==> src/rtl/i2c_pkg.sv <==
// Shared definitions for the I2C register slave: FSM state encoding,
// bus-level constants and the pointer-width helper.
package i2c_pkg;

    typedef enum logic [3:0] {
        ST_IDLE,
        ST_ADDR,
        ST_ADDR_ACK,
        ST_PTR,
        ST_PTR_ACK,
        ST_WDATA,
        ST_WDATA_ACK,
        ST_RDATA,
        ST_RDATA_MACK,
        ST_WAIT
    } state_t;

    localparam logic ACK         = 1'b0;
    localparam logic NACK        = 1'b1;
    localparam int   SYNC_STAGES = 2;
    localparam logic RW_WRITE    = 1'b0;
    localparam logic RW_READ     = 1'b1;

    // Pointer width is clog2 of the bank size, never below one bit.
    function automatic int ptr_width(input int num_regs);
        return (num_regs <= 2) ? 1 : $clog2(num_regs);
    endfunction

endpackage

==> src/rtl/i2c_reg_slave_line_cond.sv <==
// Conditions one open-drain bus line: 2-FF synchroniser, optional counter
// glitch filter (enabled by I2C_GLITCH_FILTER_EN), rise/fall detection on
// the conditioned level.
module i2c_line_cond
    import i2c_pkg::*;
#(
    parameter int FILTER_CYCLES = 4
) (
    input  logic clk,
    input  logic reset,
    input  logic line_i,
    output logic level_o,
    output logic rise_o,
    output logic fall_o
);

    logic [SYNC_STAGES-1:0] sync_q, sync_d;
    logic                   prev_q, prev_d;
    logic                   level;

    // Shift the raw pad value through the synchroniser chain.
    always_comb begin
        sync_d = {sync_q[SYNC_STAGES-2:0], line_i};
    end

    // Synchroniser registers; idle bus level is high.
    always_ff @(posedge clk or posedge reset) begin
        if (reset) sync_q <= '1;
        else       sync_q <= sync_d;
    end

`ifdef I2C_GLITCH_FILTER_EN
    localparam int CNT_W = $clog2(FILTER_CYCLES + 1);

    logic [CNT_W-1:0] cnt_q, cnt_d;
    logic             filt_q, filt_d;

    // Accept a new level only after FILTER_CYCLES consecutive differing samples.
    always_comb begin
        cnt_d  = '0;
        filt_d = filt_q;
        if (sync_q[SYNC_STAGES-1] != filt_q) begin
            if (cnt_q == CNT_W'(FILTER_CYCLES - 1)) filt_d = sync_q[SYNC_STAGES-1];
            else                                    cnt_d  = cnt_q + 1'b1;
        end
    end

    // Filter state registers.
    always_ff @(posedge clk or posedge reset) begin
        if (reset) begin
            cnt_q  <= '0;
            filt_q <= 1'b1;
        end else begin
            cnt_q  <= cnt_d;
            filt_q <= filt_d;
        end
    end

    assign level = filt_q;
`else
    assign level = sync_q[SYNC_STAGES-1];
`endif

    // Remember the previous conditioned level for edge detection.
    always_comb begin
        prev_d = level;
    end

    // Edge-detect history register.
    always_ff @(posedge clk or posedge reset) begin
        if (reset) prev_q <= 1'b1;
        else       prev_q <= prev_d;
    end

    assign level_o = level;
    assign rise_o  = level & ~prev_q;
    assign fall_o  = ~level & prev_q;

endmodule

==> src/rtl/i2c_reg_slave.sv <==
// I2C slave (7-bit address) in front of a NUM_REGS x 8 register bank.
// Write: addr+W, pointer byte, then data bytes with auto-increment/wrap.
// Read:  addr+R returns bytes from rd_data_i at the pointer; master ACK
// advances the pointer. Out-of-range pointer bytes are NACKed.
// Optional input glitch filter: define I2C_GLITCH_FILTER_EN.
module i2c_reg_slave
    import i2c_pkg::*;
#(
    parameter logic [6:0] ADDRESS       = 7'h4A,
    parameter int         NUM_REGS      = 9,
    parameter int         FILTER_CYCLES = 4,
    localparam int        PTR_W         = ptr_width(NUM_REGS)
) (
    input  logic             clk,
    input  logic             reset,
    input  logic             scl_i,
    output logic             scl_o,
    input  logic             sda_i,
    output logic             sda_o,
    output logic             wr_en_o,
    output logic [PTR_W-1:0] wr_addr_o,
    output logic [7:0]       wr_data_o,
    output logic [PTR_W-1:0] rd_addr_o,
    input  logic [7:0]       rd_data_i,
    output logic             address_valid_o,
    output logic             busy_o,
    output state_t           dbg_state_o
);

    logic scl_lvl, scl_rise, scl_fall;
    logic sda_lvl, sda_rise, sda_fall;

    i2c_line_cond #(.FILTER_CYCLES(FILTER_CYCLES)) u_scl_cond (
        .clk     (clk),
        .reset   (reset),
        .line_i  (scl_i),
        .level_o (scl_lvl),
        .rise_o  (scl_rise),
        .fall_o  (scl_fall)
    );

    i2c_line_cond #(.FILTER_CYCLES(FILTER_CYCLES)) u_sda_cond (
        .clk     (clk),
        .reset   (reset),
        .line_i  (sda_i),
        .level_o (sda_lvl),
        .rise_o  (sda_rise),
        .fall_o  (sda_fall)
    );

    state_t           state_q, state_d;
    logic [3:0]       bit_cnt_q, bit_cnt_d;
    logic [7:0]       shift_q, shift_d;
    logic [PTR_W-1:0] ptr_q, ptr_d;
    logic             sda_q, sda_d;
    logic             phase_q, phase_d;      // ACK phase: 0 = waiting to drive, 1 = driving / master ACKed
    logic             rw_q, rw_d;
    logic             busy_q, busy_d;
    logic             wr_en_q, wr_en_d;
    logic [PTR_W-1:0] wr_addr_q, wr_addr_d;
    logic [7:0]       wr_data_q, wr_data_d;
    logic             addr_valid_q, addr_valid_d;

    logic             start_det, stop_det;
    logic [7:0]       byte_in;
    logic [PTR_W-1:0] ptr_inc;

    assign start_det = sda_fall & scl_lvl;
    assign stop_det  = sda_rise & scl_lvl;
    assign byte_in   = {shift_q[6:0], sda_lvl};
    assign ptr_inc   = (ptr_q == PTR_W'(NUM_REGS - 1)) ? '0 : ptr_q + 1'b1;

    // Next-state and output logic; START/STOP override every state.
    always_comb begin
        state_d      = state_q;
        bit_cnt_d    = bit_cnt_q;
        shift_d      = shift_q;
        ptr_d        = ptr_q;
        sda_d        = sda_q;
        phase_d      = phase_q;
        rw_d         = rw_q;
        busy_d       = busy_q;
        wr_en_d      = 1'b0;
        wr_addr_d    = wr_addr_q;
        wr_data_d    = wr_data_q;
        addr_valid_d = 1'b0;

        if (stop_det) begin
            state_d = ST_IDLE;
            sda_d   = 1'b1;
            busy_d  = 1'b0;
            phase_d = 1'b0;
        end else if (start_det) begin
            state_d   = ST_ADDR;
            sda_d     = 1'b1;
            bit_cnt_d = '0;
            phase_d   = 1'b0;
        end else begin
            unique case (state_q)
                ST_ADDR: begin
                    if (scl_rise) begin
                        shift_d   = byte_in;
                        bit_cnt_d = bit_cnt_q + 4'd1;
                        if (bit_cnt_q == 4'd7) begin
                            bit_cnt_d = '0;
                            phase_d   = 1'b0;
                            if (byte_in[7:1] == ADDRESS) begin
                                addr_valid_d = 1'b1;
                                busy_d       = 1'b1;
                                rw_d         = byte_in[0];
                                state_d      = ST_ADDR_ACK;
                            end else begin
                                busy_d  = 1'b0;
                                state_d = ST_WAIT;
                            end
                        end
                    end
                end
                ST_PTR: begin
                    if (scl_rise) begin
                        shift_d   = byte_in;
                        bit_cnt_d = bit_cnt_q + 4'd1;
                        if (bit_cnt_q == 4'd7) begin
                            bit_cnt_d = '0;
                            phase_d   = 1'b0;
                            if ({1'b0, byte_in} < 9'(NUM_REGS)) begin
                                ptr_d   = byte_in[PTR_W-1:0];
                                state_d = ST_PTR_ACK;
                            end else begin
                                state_d = ST_WAIT;
                            end
                        end
                    end
                end
                ST_WDATA: begin
                    if (scl_rise) begin
                        shift_d   = byte_in;
                        bit_cnt_d = bit_cnt_q + 4'd1;
                        if (bit_cnt_q == 4'd7) begin
                            bit_cnt_d = '0;
                            phase_d   = 1'b0;
                            wr_en_d   = 1'b1;
                            wr_addr_d = ptr_q;
                            wr_data_d = byte_in;
                            ptr_d     = ptr_inc;
                            state_d   = ST_WDATA_ACK;
                        end
                    end
                end
                ST_ADDR_ACK, ST_PTR_ACK, ST_WDATA_ACK: begin
                    // First SCL fall pulls SDA low, second one ends the ACK slot.
                    if (scl_fall) begin
                        if (!phase_q) begin
                            sda_d   = ACK;
                            phase_d = 1'b1;
                        end else begin
                            phase_d   = 1'b0;
                            sda_d     = 1'b1;
                            bit_cnt_d = '0;
                            if (state_q != ST_ADDR_ACK) begin
                                state_d = ST_WDATA;
                            end else if (rw_q == RW_WRITE) begin
                                state_d = ST_PTR;
                            end else begin
                                shift_d = rd_data_i;
                                sda_d   = rd_data_i[7];
                                state_d = ST_RDATA;
                            end
                        end
                    end
                end
                ST_RDATA: begin
                    // Bit 7 was already driven on entry; each fall presents the next bit.
                    if (scl_rise) begin
                        bit_cnt_d = bit_cnt_q + 4'd1;
                    end else if (scl_fall) begin
                        if (bit_cnt_q == 4'd8) begin
                            sda_d     = 1'b1;
                            bit_cnt_d = '0;
                            phase_d   = 1'b0;
                            state_d   = ST_RDATA_MACK;
                        end else begin
                            sda_d   = shift_q[6];
                            shift_d = {shift_q[6:0], 1'b0};
                        end
                    end
                end
                ST_RDATA_MACK: begin
                    if (scl_rise) begin
                        if (sda_lvl == NACK) begin
                            state_d = ST_WAIT;
                        end else begin
                            ptr_d   = ptr_inc;
                            phase_d = 1'b1;
                        end
                    end else if (scl_fall && phase_q) begin
                        phase_d   = 1'b0;
                        shift_d   = rd_data_i;
                        sda_d     = rd_data_i[7];
                        bit_cnt_d = '0;
                        state_d   = ST_RDATA;
                    end
                end
                ST_IDLE, ST_WAIT: begin
                    sda_d = 1'b1;
                end
                default: begin
                    state_d = ST_IDLE;
                    sda_d   = 1'b1;
                end
            endcase
        end
    end

    // State and datapath registers.
    always_ff @(posedge clk or posedge reset) begin
        if (reset) begin
            state_q      <= ST_IDLE;
            bit_cnt_q    <= '0;
            shift_q      <= '0;
            ptr_q        <= '0;
            sda_q        <= 1'b1;
            phase_q      <= 1'b0;
            rw_q         <= RW_WRITE;
            busy_q       <= 1'b0;
            wr_en_q      <= 1'b0;
            wr_addr_q    <= '0;
            wr_data_q    <= '0;
            addr_valid_q <= 1'b0;
        end else begin
            state_q      <= state_d;
            bit_cnt_q    <= bit_cnt_d;
            shift_q      <= shift_d;
            ptr_q        <= ptr_d;
            sda_q        <= sda_d;
            phase_q      <= phase_d;
            rw_q         <= rw_d;
            busy_q       <= busy_d;
            wr_en_q      <= wr_en_d;
            wr_addr_q    <= wr_addr_d;
            wr_data_q    <= wr_data_d;
            addr_valid_q <= addr_valid_d;
        end
    end

    assign scl_o           = 1'b1;
    assign sda_o           = sda_q;
    assign wr_en_o         = wr_en_q;
    assign wr_addr_o       = wr_addr_q;
    assign wr_data_o       = wr_data_q;
    assign rd_addr_o       = ptr_q;
    assign address_valid_o = addr_valid_q;
    assign busy_o          = busy_q;
    assign dbg_state_o     = state_q;

endmodule

==> config.mk <==
export PLATFORM = sky130hd
export DESIGN_NAME = i2c_reg_slave
export DESIGN_NICKNAME = d
export VERILOG_FILES = /design/src/rtl/i2c_pkg.sv /design/src/rtl/i2c_reg_slave_line_cond.sv /design/src/rtl/i2c_reg_slave.sv
export SDC_FILE = /design/constraint.sdc
export NUM_CORES = 1
export LEC_CHECK = 0
export BUFFER_PORTS_ARGS = -buffer_cell sky130_fd_sc_hd__buf_2
export CORE_MARGIN = 8
export CORE_UTILIZATION = 44
export CTS_BUF_LIST = sky130_fd_sc_hd__clkbuf_8
export DETAILED_ROUTE_END_ITERATION = 6
export PLACE_DENSITY_LB_ADDON = 0.25
export SYNTH_ARGS = -nofsm -noshare
export SYNTH_HDL_FRONTEND = slang
export SYNTH_SLANG_ARGS = --single-unit
==> constraint.sdc <==
create_clock -name clk -period 3 [get_ports clk]
set_input_delay 0.15 -clock clk [delete_from_list [all_inputs] [get_ports clk]]
set_output_delay 0.15 -clock clk [all_outputs]
set_load 0.05 [all_outputs]
==> flow_summary.json <==
{
  "rsz0062_at_grt": "false",
  "tns_ns": 0,
  "slew_viol_final": 0,
  "r2r_slack_ns": 0.47,
  "hold_path.startpoint": "rd_data_i[2]",
  "period_minus_slack_ns": 2.529,
  "grt_pass1_vias": 2098,
  "place_worst_setup_slack_ns": 0.5179,
  "cts.htree.levels": 2,
  "synth-seq-cells": 43,
  "synth-compound-area-share": 0.1911,
  "post_dp_cell_area_sq_mm": 0.002873,
  "synth_xor_area_frac": 0.006623,
  "synthToLayoutAreaGrowth_pct": 12.82,
  "ios": 37,
  "r2r_cells": 5,
  "fp.dieH_microns": 93.54,
  "die_x_microns": 93.54,
  "fin_ws_ns": 0.4712,
  "start_util": 0.4521,
  "diodes": 0,
  "synth.cell_area_sq_mm": 0.002645,
  "clock_skew_ns": 0.004624,
  "whs_endpoint": "shift_q[2]$_DFFE_PP0P_",
  "num_vias": 2105,
  "whs_path_depth": 3,
  "max_freq_mhz": 395.5,
  "synth-edff-count": 0,
  "nets": 312,
  "seq_area_frac_synth": 0.4101,
  "p_leak_nw": 1.372,
  "power.density_mw_per_mm2": 458.1,
  "post-route-period-util": 0.8429,
  "cp_slowest_stage_delay_ns": 0.60,
  "ir_drop_uv": 388.0,
  "postLayoutCoreUtil": 0.5101,
  "tightest_slew_ns": 0.6760,
  "cts_tree": "done",
  "ctsHoldBuffers": 3,
  "drt-initial-drc-count": 118,
  "hpwl_mm": 4.696,
  "cp_max_fo": 17,
  "drive_gt1_frac": 0.2847,
  "r2r-end": "shift_q[5]$_DFFE_PP0P_",
  "vias_per_cell": 5.689,
  "cts_sinks": 43,
  "overflow": 0,
  "wirelength_mm": 6.294,
  "fin_cells": 370,
  "synthCells": 256,
  "synth_cell_types": 71,
  "cts.clk_slew.worst_paths_ns": 0.07,
  "synth_fa_ha_area_frac": 0.02838,
  "rows": 28,
  "synth.avg_cell_area_sq_um": 10.33,
  "ant_nets": 0,
  "post_cts_buffers": 0,
  "crit_type": "flip-flop to flip-flop",
  "reg2reg_from": "u_scl_cond.sync_q[1]$_DFF_PP1_",
  "drtPass1Iterations": 4,
  "yosys.area_share.simple": 0.1764,
  "synth_top_family_by_area": "compound AO/OA/AOI/OAI gates",
  "whs_ns": 0.1814,
  "required_ns": 3.17,
  "port_buffers": 35,
  "dieArea_sq_mm": 0.008749,
  "drc": 0,
  "globalplace.congestion": 0.9095,
  "muxShareOfSynthArea": 0.1220,
  "core_area_sq_mm": 0.005851,
  "syn-num-nets": 274,
  "numPlacedInstances": 359,
  "cts_buffers": 5,
  "cp_slowest_cell": "dfstp_2",
  "async_flop_share": 1.000,
  "slew_headroom": 0.5466,
  "status": "complete, no violations",
  "grt_max_degree": 26,
  "synth_warnings": 0,
  "cts-root-buf": "clkbuf_8",
  "end_kind": "flip-flop",
  "hold_viol": 0,
  "worstPathArrival_ns": 2.70,
  "antenna_found_initial": 0,
  "grt_util_all_layers": 0.1515,
  "finalPower_mw": 1.367,
  "clock_latency_ns": 0.29,
  "cap_violations": 0,
  "cts_resized": 0,
  "hold_class": "input port to flip-flop",
  "synthFlopType": "dfrtp_1",
  "setup_viol": 0,
  "cts_buffer_depth": 2,
  "final_area_sq_mm": 0.002984,
  "wire_per_inst_microns": 17.01,
  "startpoint_type": "flip-flop",
  "crit_chain": "ha_1 -> a31oi_1 -> nand2_1 -> nand4bb_1 -> mux2_1",
  "grt_first_pass_wirelength_mm": 10.73
}
-- area by class of cell --
cell class | instances | area, sq um
Fill cell | 539 | 2867
Multi-Input combinational cell | 182 | 1391
Sequential cell | 43 | 1085
Timing Repair Buffer | 48 | 280.3
Tap cell | 75 | 93.84
Clock buffer | 5 | 68.82
Inverter | 14 | 52.55
Clock inverter | 3 | 12.51
-- power breakdown --
part / switching, mW / leakage (nW) / internal (mW) / total [mW]
Sequential: 0.0944 / 0.556 / 0.650 / 0.744
Clock: 0.183 / 0.0505 / 0.157 / 0.340
Combinational: 0.153 / 0.765 / 0.130 / 0.283
Total: 0.430 / 1.37 / 0.937 / 1.37
-- logic make-up (layout without fill, tap and decap cells) --
kind of cell | Yosys count | in the layout
flops | 43 | 43
buf+inv | 31 | 70
mux | 29 | 29
other cells | 1 | 1
xor+xnor | 2 | 2
compound gates | 67 | 67
simple gates | 77 | 77
fa+ha+maj | 6 | 6
-- layout by cell type (no fill, tap or decap), types with 4 or more instances in the layout --
cell      synthesis  routed
mux2_1           13      13
clkbuf_8          0       5
mux2_2           13      13
nand4_1           4       4
nor2_1           11      11
inv_1            14      15
ha_1              6       6
nand3_1           7       7
dfstp_2           7       7
o21ai_1           5       5
o22ai_1           7       7
buf_2             6      35
nor3_1            5       5
o31ai_1           4       4
a31oi_1           4       4
a21oi_1           9       9
dfrtp_1          36      36
o21ai_0           7       7
nand2_1          17      17
buf_4             8      10
-- metal layers --
layer / vias to the layer above / wire length (microns) / track usage
met5: - / 0 / 0
met4: 0 / 98 / 0.04756
met3: 9 / 280 / 0.02885
met2: 60 / 2785 / 0.2303
met1: 1001 / 3129 / 0.2110
li1: 1035 / - / -
-- synth_stat cells, drive strengths merged, types with 6 or more instances --
cell   count  share of area
a21oi     10          0.020
o22ai      7          0.017
dfrtp     36           0.34
nor2      11          0.016
nand2     17          0.024
buf       16          0.043
mux2      26           0.11
o21ai     12          0.023
inv       14          0.020
ha         6          0.028
nand3      7          0.013
dfstp      7          0.070
nor3       6          0.013
-- worst max path at each step --
stage	startpoint	end	cells after the start
5_1_grt	u_scl_cond.prev_q$_DFF_PP1_	bit_cnt_q[3]$_DFFE_PP0P_	7
4_1_cts	u_scl_cond.sync_q[1]$_DFF_PP1_	shift_q[5]$_DFFE_PP0P_	5
3_5_place_dp	u_scl_cond.sync_q[1]$_DFF_PP1_	shift_q[5]$_DFFE_PP0P_	5
2_1_floorplan	dbg_state_o[3]$_DFFE_PP0P_	shift_q[1]$_DFFE_PP0P_	7
3_3_place_gp	u_scl_cond.prev_q$_DFF_PP1_	shift_q[1]$_DFFE_PP0P_	7
6_report	u_scl_cond.sync_q[1]$_DFF_PP1_	shift_q[5]$_DFFE_PP0P_	5
-- flip-flops by register name, indices dropped and copies added, names as in the netlist --
name,cells
shift_q,7
rw_q,1
wr_addr_o,4
u_sda_cond.sync_q,2
sda_o,1
wr_data_o,8
u_scl_cond.sync_q,2
u_scl_cond.prev_q,1
bit_cnt_q,4
rd_addr_o,4
dbg_state_o,4
address_valid_o,1
busy_o,1
u_sda_cond.prev_q,1
wr_en_o,1
phase_q,1
-- critical path: cells and delay by family, from the launching register on --
kind	cells	cell delay, ns
fa+ha+maj	1	0.58
simple gates	2	0.52
mux	1	0.47
compound gates	1	0.24
flops	1	0.60
No activity file was read; power rests on OpenSTA's default activity.
